File: config.mk
export PLATFORM = sky130hd
export DESIGN_NAME = control_unit_mw
export DESIGN_NICKNAME = d
export VERILOG_FILES = /design/src/rtl/k_and_s_pkg.sv /design/src/rtl/ks_wait_counter.sv /design/src/rtl/control_unit_mw.sv
export SDC_FILE = /design/constraint.sdc
export NUM_CORES = 1
export LEC_CHECK = 0
export CORE_AREA = 2 2 57 99
export CTS_CLUSTER_SIZE = 14
export DETAILED_ROUTE_END_ITERATION = 7
export DIE_AREA = 0 0 59 101
export PLACE_DENSITY = 0.73
export SLEW_MARGIN = 20
export SYNTH_ARGS = -nofsm -noshare
export SYNTH_HDL_FRONTEND = slang
export SYNTH_HIERARCHICAL = 1
export SYNTH_SLANG_ARGS = --single-unit
File: constraint.sdc
create_clock -name clk -period 3.67 [get_ports clk]
set_input_delay 0.367 -clock clk [delete_from_list [all_inputs] [get_ports clk]]
set_output_delay 0.367 -clock clk [all_outputs]
set_load 0.02 [all_outputs]
File: src/rtl/k_and_s_pkg.sv
// Shared types for the K&S control path.
// Holds the decoded-opcode enum, the control FSM state enum and the ALU op codes.
// alu_op() maps an ALU-class opcode to the 2-bit datapath operation.
package k_and_s_pkg;

  typedef enum logic [3:0] {
    I_NOP,
    I_LOAD,
    I_STORE,
    I_MOVE,
    I_ADD,
    I_SUB,
    I_AND,
    I_OR,
    I_BRANCH,
    I_BZERO,
    I_BNZERO,
    I_BNEG,
    I_BNNEG,
    I_BOV,
    I_BNOV,
    I_HALT
  } decoded_instruction_type;

  typedef enum logic [3:0] {
    FETCH,
    REG_IR,
    DECODE,
    LD_WAIT,
    LD_WB,
    ST_WAIT,
    ST_WR,
    EX1,
    EX2,
    BR,
    HALT
  } ctrl_state_t;

  localparam logic [1:0] ALU_ADD = 2'b00;
  localparam logic [1:0] ALU_SUB = 2'b01;
  localparam logic [1:0] ALU_AND = 2'b10;
  localparam logic [1:0] ALU_OR  = 2'b11;

  // MOVE rides the AND path; the datapath feeds the source on both ALU inputs.
  function automatic logic [1:0] alu_op(input decoded_instruction_type ins);
    logic [1:0] op;
    op = ALU_ADD;
    case (ins)
      I_SUB:  op = ALU_SUB;
      I_AND:  op = ALU_AND;
      I_OR:   op = ALU_OR;
      I_MOVE: op = ALU_AND;
      default: op = ALU_ADD;
    endcase
    return op;
  endfunction

endpackage

File: src/rtl/ks_wait_counter.sv
// Memory wait-state counter shared by FETCH, LD_WAIT and ST_WAIT.
// Ports: clk, rst_n (sync, active-low), start (clear), run (count enable),
//        done (high while the count sits at MEM_LATENCY-1).
module ks_wait_counter #(
  parameter int MEM_LATENCY = 1
) (
  input  logic clk,
  input  logic rst_n,
  input  logic start,
  input  logic run,
  output logic done
);

  localparam int CW = $clog2(MEM_LATENCY + 1);

  logic [CW-1:0] cnt;

  assign done = (cnt == CW'(MEM_LATENCY - 1));

  always_ff @(posedge clk) begin
    if (!rst_n || start) begin
      cnt <= '0;
    end else if (run) begin
      cnt <= cnt + CW'(1);
    end
  end

endmodule

File: src/rtl/control_unit_mw.sv
// Multi-cycle control FSM for the K&S datapath with configurable RAM wait states.
// Inputs: clk, rst_n (sync, active-low), decoded_instruction, flag inputs, halt_release.
// Outputs: datapath/RAM enables, ALU operation, halt, saturating retired_cnt.
module control_unit_mw
  import k_and_s_pkg::*;
#(
  parameter int MEM_LATENCY   = 1,
  parameter int BOV_SIGNED    = 0,
  parameter int FLAGS_ON_MOVE = 0,
  parameter int RET_CNT_W     = 32
) (
  input  logic                     clk,
  input  logic                     rst_n,
  input  decoded_instruction_type  decoded_instruction,
  input  logic                     zero_op,
  input  logic                     neg_op,
  input  logic                     unsigned_overflow,
  input  logic                     signed_overflow,
  input  logic                     halt_release,
  output logic                     branch,
  output logic                     pc_enable,
  output logic                     ir_enable,
  output logic                     write_reg_enable,
  output logic                     addr_sel,
  output logic                     c_sel,
  output logic [1:0]               operation,
  output logic                     flags_reg_enable,
  output logic                     ram_write_enable,
  output logic                     halt,
  output logic [RET_CNT_W-1:0]     retired_cnt
);

  ctrl_state_t state;
  ctrl_state_t state_nxt;
  logic        in_wait;
  logic        wait_done;
  logic        retire;
  logic        ov;
  logic        cond;
  logic        alu_flags;

  assign in_wait   = (state == FETCH) || (state == LD_WAIT) || (state == ST_WAIT);
  assign ov        = (BOV_SIGNED != 0) ? signed_overflow : unsigned_overflow;
  assign alu_flags = (decoded_instruction != I_MOVE) || (FLAGS_ON_MOVE != 0);

  // Every wait state exits on done, so clearing on done re-arms the counter
  // for the next wait state without an extra cycle.
  ks_wait_counter #(
    .MEM_LATENCY (MEM_LATENCY)
  ) u_wait (
    .clk   (clk),
    .rst_n (rst_n),
    .start (wait_done | ~in_wait),
    .run   (in_wait),
    .done  (wait_done)
  );

  always_comb begin
    cond = 1'b0;
    case (decoded_instruction)
      I_BRANCH: cond = 1'b1;
      I_BZERO:  cond = zero_op;
      I_BNZERO: cond = ~zero_op;
      I_BNEG:   cond = neg_op;
      I_BNNEG:  cond = ~neg_op;
      I_BOV:    cond = ov;
      I_BNOV:   cond = ~ov;
      default:  cond = 1'b0;
    endcase
  end

  always_comb begin
    state_nxt        = state;
    retire           = 1'b0;
    branch           = 1'b0;
    pc_enable        = 1'b0;
    ir_enable        = 1'b0;
    write_reg_enable = 1'b0;
    addr_sel         = 1'b0;
    c_sel            = 1'b0;
    operation        = ALU_ADD;
    flags_reg_enable = 1'b0;
    ram_write_enable = 1'b0;
    halt             = 1'b0;
    case (state)
      FETCH: begin
        if (wait_done) state_nxt = REG_IR;
      end
      REG_IR: begin
        ir_enable = 1'b1;
        pc_enable = 1'b1;
        state_nxt = DECODE;
      end
      DECODE: begin
        case (decoded_instruction)
          I_HALT: begin
            state_nxt = HALT;
            retire    = 1'b1;
          end
          I_LOAD:  state_nxt = LD_WAIT;
          I_STORE: state_nxt = ST_WAIT;
          I_MOVE, I_ADD, I_SUB, I_AND, I_OR: state_nxt = EX1;
          I_BRANCH, I_BZERO, I_BNZERO, I_BNEG, I_BNNEG, I_BOV, I_BNOV:
            state_nxt = BR;
          default: begin
            state_nxt = FETCH;
            retire    = 1'b1;
          end
        endcase
      end
      LD_WAIT: begin
        addr_sel = 1'b1;
        if (wait_done) state_nxt = LD_WB;
      end
      LD_WB: begin
        addr_sel         = 1'b1;
        c_sel            = 1'b1;
        write_reg_enable = 1'b1;
        state_nxt        = FETCH;
        retire           = 1'b1;
      end
      ST_WAIT: begin
        addr_sel = 1'b1;
        if (wait_done) state_nxt = ST_WR;
      end
      ST_WR: begin
        addr_sel         = 1'b1;
        ram_write_enable = 1'b1;
        state_nxt        = FETCH;
        retire           = 1'b1;
      end
      EX1: begin
        operation        = alu_op(decoded_instruction);
        flags_reg_enable = alu_flags;
        state_nxt        = EX2;
      end
      EX2: begin
        operation        = alu_op(decoded_instruction);
        flags_reg_enable = alu_flags;
        write_reg_enable = 1'b1;
        state_nxt        = FETCH;
        retire           = 1'b1;
      end
      BR: begin
        branch    = cond;
        pc_enable = cond;
        state_nxt = FETCH;
        retire    = 1'b1;
      end
      HALT: begin
        halt = 1'b1;
        if (halt_release) state_nxt = FETCH;
      end
      default: state_nxt = FETCH;
    endcase
  end

  always_ff @(posedge clk) begin
    if (!rst_n) begin
      state       <= FETCH;
      retired_cnt <= '0;
    end else begin
      state <= state_nxt;
      if (retire && (retired_cnt != '1)) begin
        retired_cnt <= retired_cnt + RET_CNT_W'(1);
      end
    end
  end

endmodule

==> results_dict.tcl <==
set metrics [dict create \
    syn_nets 306 \
    worstReg2RegEnd "retired_cnt[20]" \
    path_buf_inv 3 \
    worstReg2RegStart "state[3]" \
    cts_buffers 5 \
    cp_top_family "buffers and inverters" \
    crit_chain "clkdlybuf4s50_1, inv_1, o22ai_1, a2111oi_0, o211a_1, or2_2, clkdlybuf4s50_1" \
    initial_core_util_pct 44.7 \
    post_synth_instance_area_um2 2310 \
    slew_headroom_pct 54.0 \
    cts_resized 0 \
    max_cap_viol_count 0 \
    fin_crit_sh_pct 78.4 \
    vias_per_cell 6.36 \
    drcViolationCount 0 \
    max_stage_delay_ns 0.60 \
    fin_crit_ns 2.88 \
    path_clk_slew_ns 0.07 \
    overflow 0 \
    io_buffers 52 \
    grt_pass1_vias 2316 \
    outcome "complete, no violations" \
    cp_data_required_time_ns 3.30 \
    drv_slew 0 \
    power.leakage_nw 0.919 \
    grt_use_total_pct 21.7 \
    setup.worst_path.end_class "primary output" \
    fp-row-count 35 \
    die_area_um2 5960 \
    fin_tns_setup_ns 0 \
    dpl.hpwl_um 4470 \
    cts_setup_buffers 0 \
    critPathMaxFanout 9 \
    synth_cell_types 52 \
    r2r_cells 5 \
    utilization_pct 57.1 \
    met1_length_um 2430 \
    synthArstFlopShare_pct 0 \
    die_y_um 101 \
    synth_ff_type "dfxtp_1" \
    ant_nets 0 \
    holdPathEnd "retired_cnt[7]" \
    yosys_warnings 6 \
    wl_per_cell_um 15.4 \
    path_common_cell "clkdlybuf4s50_1" \
    pre_cts_ws_ns 0.652 \
    antenna_cells 0 \
    cp.arrival_ns 2.51 \
    coreArea_um2 5170 \
    synth_edf_count 0 \
    drtIter0Drc 109 \
    synthCells 294 \
    finClkSkew_ns 0.00964 \
    drive_gt1_share_pct 7.31 \
    critPathSlowestCell "clkdlybuf4s50_1" \
    grt_max_degree 27 \
    area_growth_syn_to_layout_pct 27.7 \
    dr_wl_met2_um 3130 \
    r2r_slack_ns 1.09 \
    ys_seq_area_share_pct 32.1 \
    setup_viol 0 \
    wl_met3_um 327 \
    clkLatencyLatePin_ns 0.30 \
    htree_num_levels 2 \
    antenna_found_initial 0 \
    hold_class "flop to flop" \
    die_w_um 59 \
    tightestPinTransition_ns 0.687 \
    crit_type "primary input to primary output" \
    vias 2524 \
    routed_wl_um 6100 \
    worst_slack_ns 0.792 \
    p_total_uw 870 \
    avgSynthCellArea_um2 7.86 \
    vdd_drop_max_mv 0.219 \
    dr.pass1.iters 4 \
    synth-seq-cells 37 \
    fin_nets 353 \
    crit_path_start_kind "primary input" \
    clock_path_buffers 2 \
    hold_path.startpoint "retired_cnt[7]" \
    timing.fmax_ghz 0.347 \
    top_layer "met4" \
    gp_congestion 0.827 \
    min_delay_path_depth 2 \
    cts_tree "done" \
    hold_violations 0 \
    cts_sinks 37 \
    rsz0062_at_grt "false" \
    io-pin-count 54 \
    p_per_area_nw_per_um2 295 \
    cts-root-buf "clkbuf_8" \
    cts_hold_buf 0 \
    grt_pass1_wl_um 10300 \
]
worst max-delay path by stage:
stage,start,end,slack [ns],depth (start not counted)
4_1_cts,decoded_instruction[2],pc_enable,0.78,7
6_report,decoded_instruction[2],pc_enable,0.79,7
3_3_place_gp,decoded_instruction[1],retired_cnt[18],0.69,6
5_1_grt,decoded_instruction[2],pc_enable,0.71,7
2_1_floorplan,decoded_instruction[0],retired_cnt[22],1.32,7
3_5_place_dp,decoded_instruction[1],retired_cnt[18],0.65,6
worst min-delay path, cell delays in order (launching register included):
cell	delay, ns
dfxtp_1	0.34
nand2_1	0.06
mux2i_1	0.05
stage by stage:
step,instances,hold slack [ns],area [um2]
after global routing,397,0.533,2950
after global placement,389,0.477,2850
final,397,0.500,2950
after detailed placement,389,0.488,2850
after floorplan,294,0.487,2310
after CTS,397,0.501,2950
registers in the layout, summed over array words and instances, names as in the netlist:
signal	cells
state	4
retired_cnt	32
u_wait/cnt	1
routing by layer:
layer	GRT usage, %	up-vias
met1	24.4	1184
met3	4.24	22
met2	36.8	97
li1	-	1221
met5	0	-
met4	12.8	0
logic make-up after synthesis:
family | Yosys count | synth area share, %
flip-flops | 37 | 32.1
buffers and inverters | 24 | 4.76
AO/OA/AOI/OAI | 87 | 25.4
adder cells (fa/ha/maj) | 1 | 0.541
AND/OR/NAND/NOR | 138 | 34.4
XOR/XNOR | 3 | 1.14
multiplexers | 4 | 1.73
where the power goes:
group	internal [mW]	switching [mW]
logic	0.0592	0.0663
clock network	0.170	0.148
registers	0.408	0.0189
total	0.637	0.234
layout by cell type (no fill, tap or decap), types with 9 or more instances in the layout:
| master | count |
|---|---|
| nand3_1 | 17 |
| o21ai_0 | 18 |
| or4_1 | 14 |
| o31ai_1 | 16 |
| nor2_1 | 16 |
| nand2b_1 | 9 |
| clkdlybuf4s50_1 | 52 |
| or3_1 | 12 |
| dfxtp_1 | 37 |
| nand2_1 | 25 |
| a21oi_1 | 31 |
cells in the mapped netlist, drive strengths merged, types with 2 or more instances:
cell type  instances  area share (%)
nor3               6             1.3
a211oi             2             1.2
or3               12             3.2
dfxtp             37              32
o22ai              3             1.1
a2111oi            2            0.76
nand2b             9             2.4
o21ai             18             3.9
nand2             25             4.1
and3               6             1.6
or4               15             5.0
nor2              16             2.6
mux2i              4             1.7
and4               6             2.3
inv                7             1.1
xnor2              2            0.76
o31ai             16             5.2
o211ai             4             1.7
o2111ai            4             2.1
nand3             17             3.7
nor3b              3             1.2
buf                4             1.5
nand4              7             1.9
or2                2            0.54
a21oi             31             6.7
nor4               6             1.9
nor2b              2            0.54
clkbuf            12             1.9
nand3b             2            0.65
final cells by class:
cell class,count,area [um2]
multi-input cells,233,1460
fillers,483,2220
flip-flops and latches,37,741
clock inverters,1,5.00
well taps,55,68.8
inverters,8,30.0
clock buffers,7,96.3
repair buffers,56,551
No activity file was read; power rests on OpenSTA's default activity.
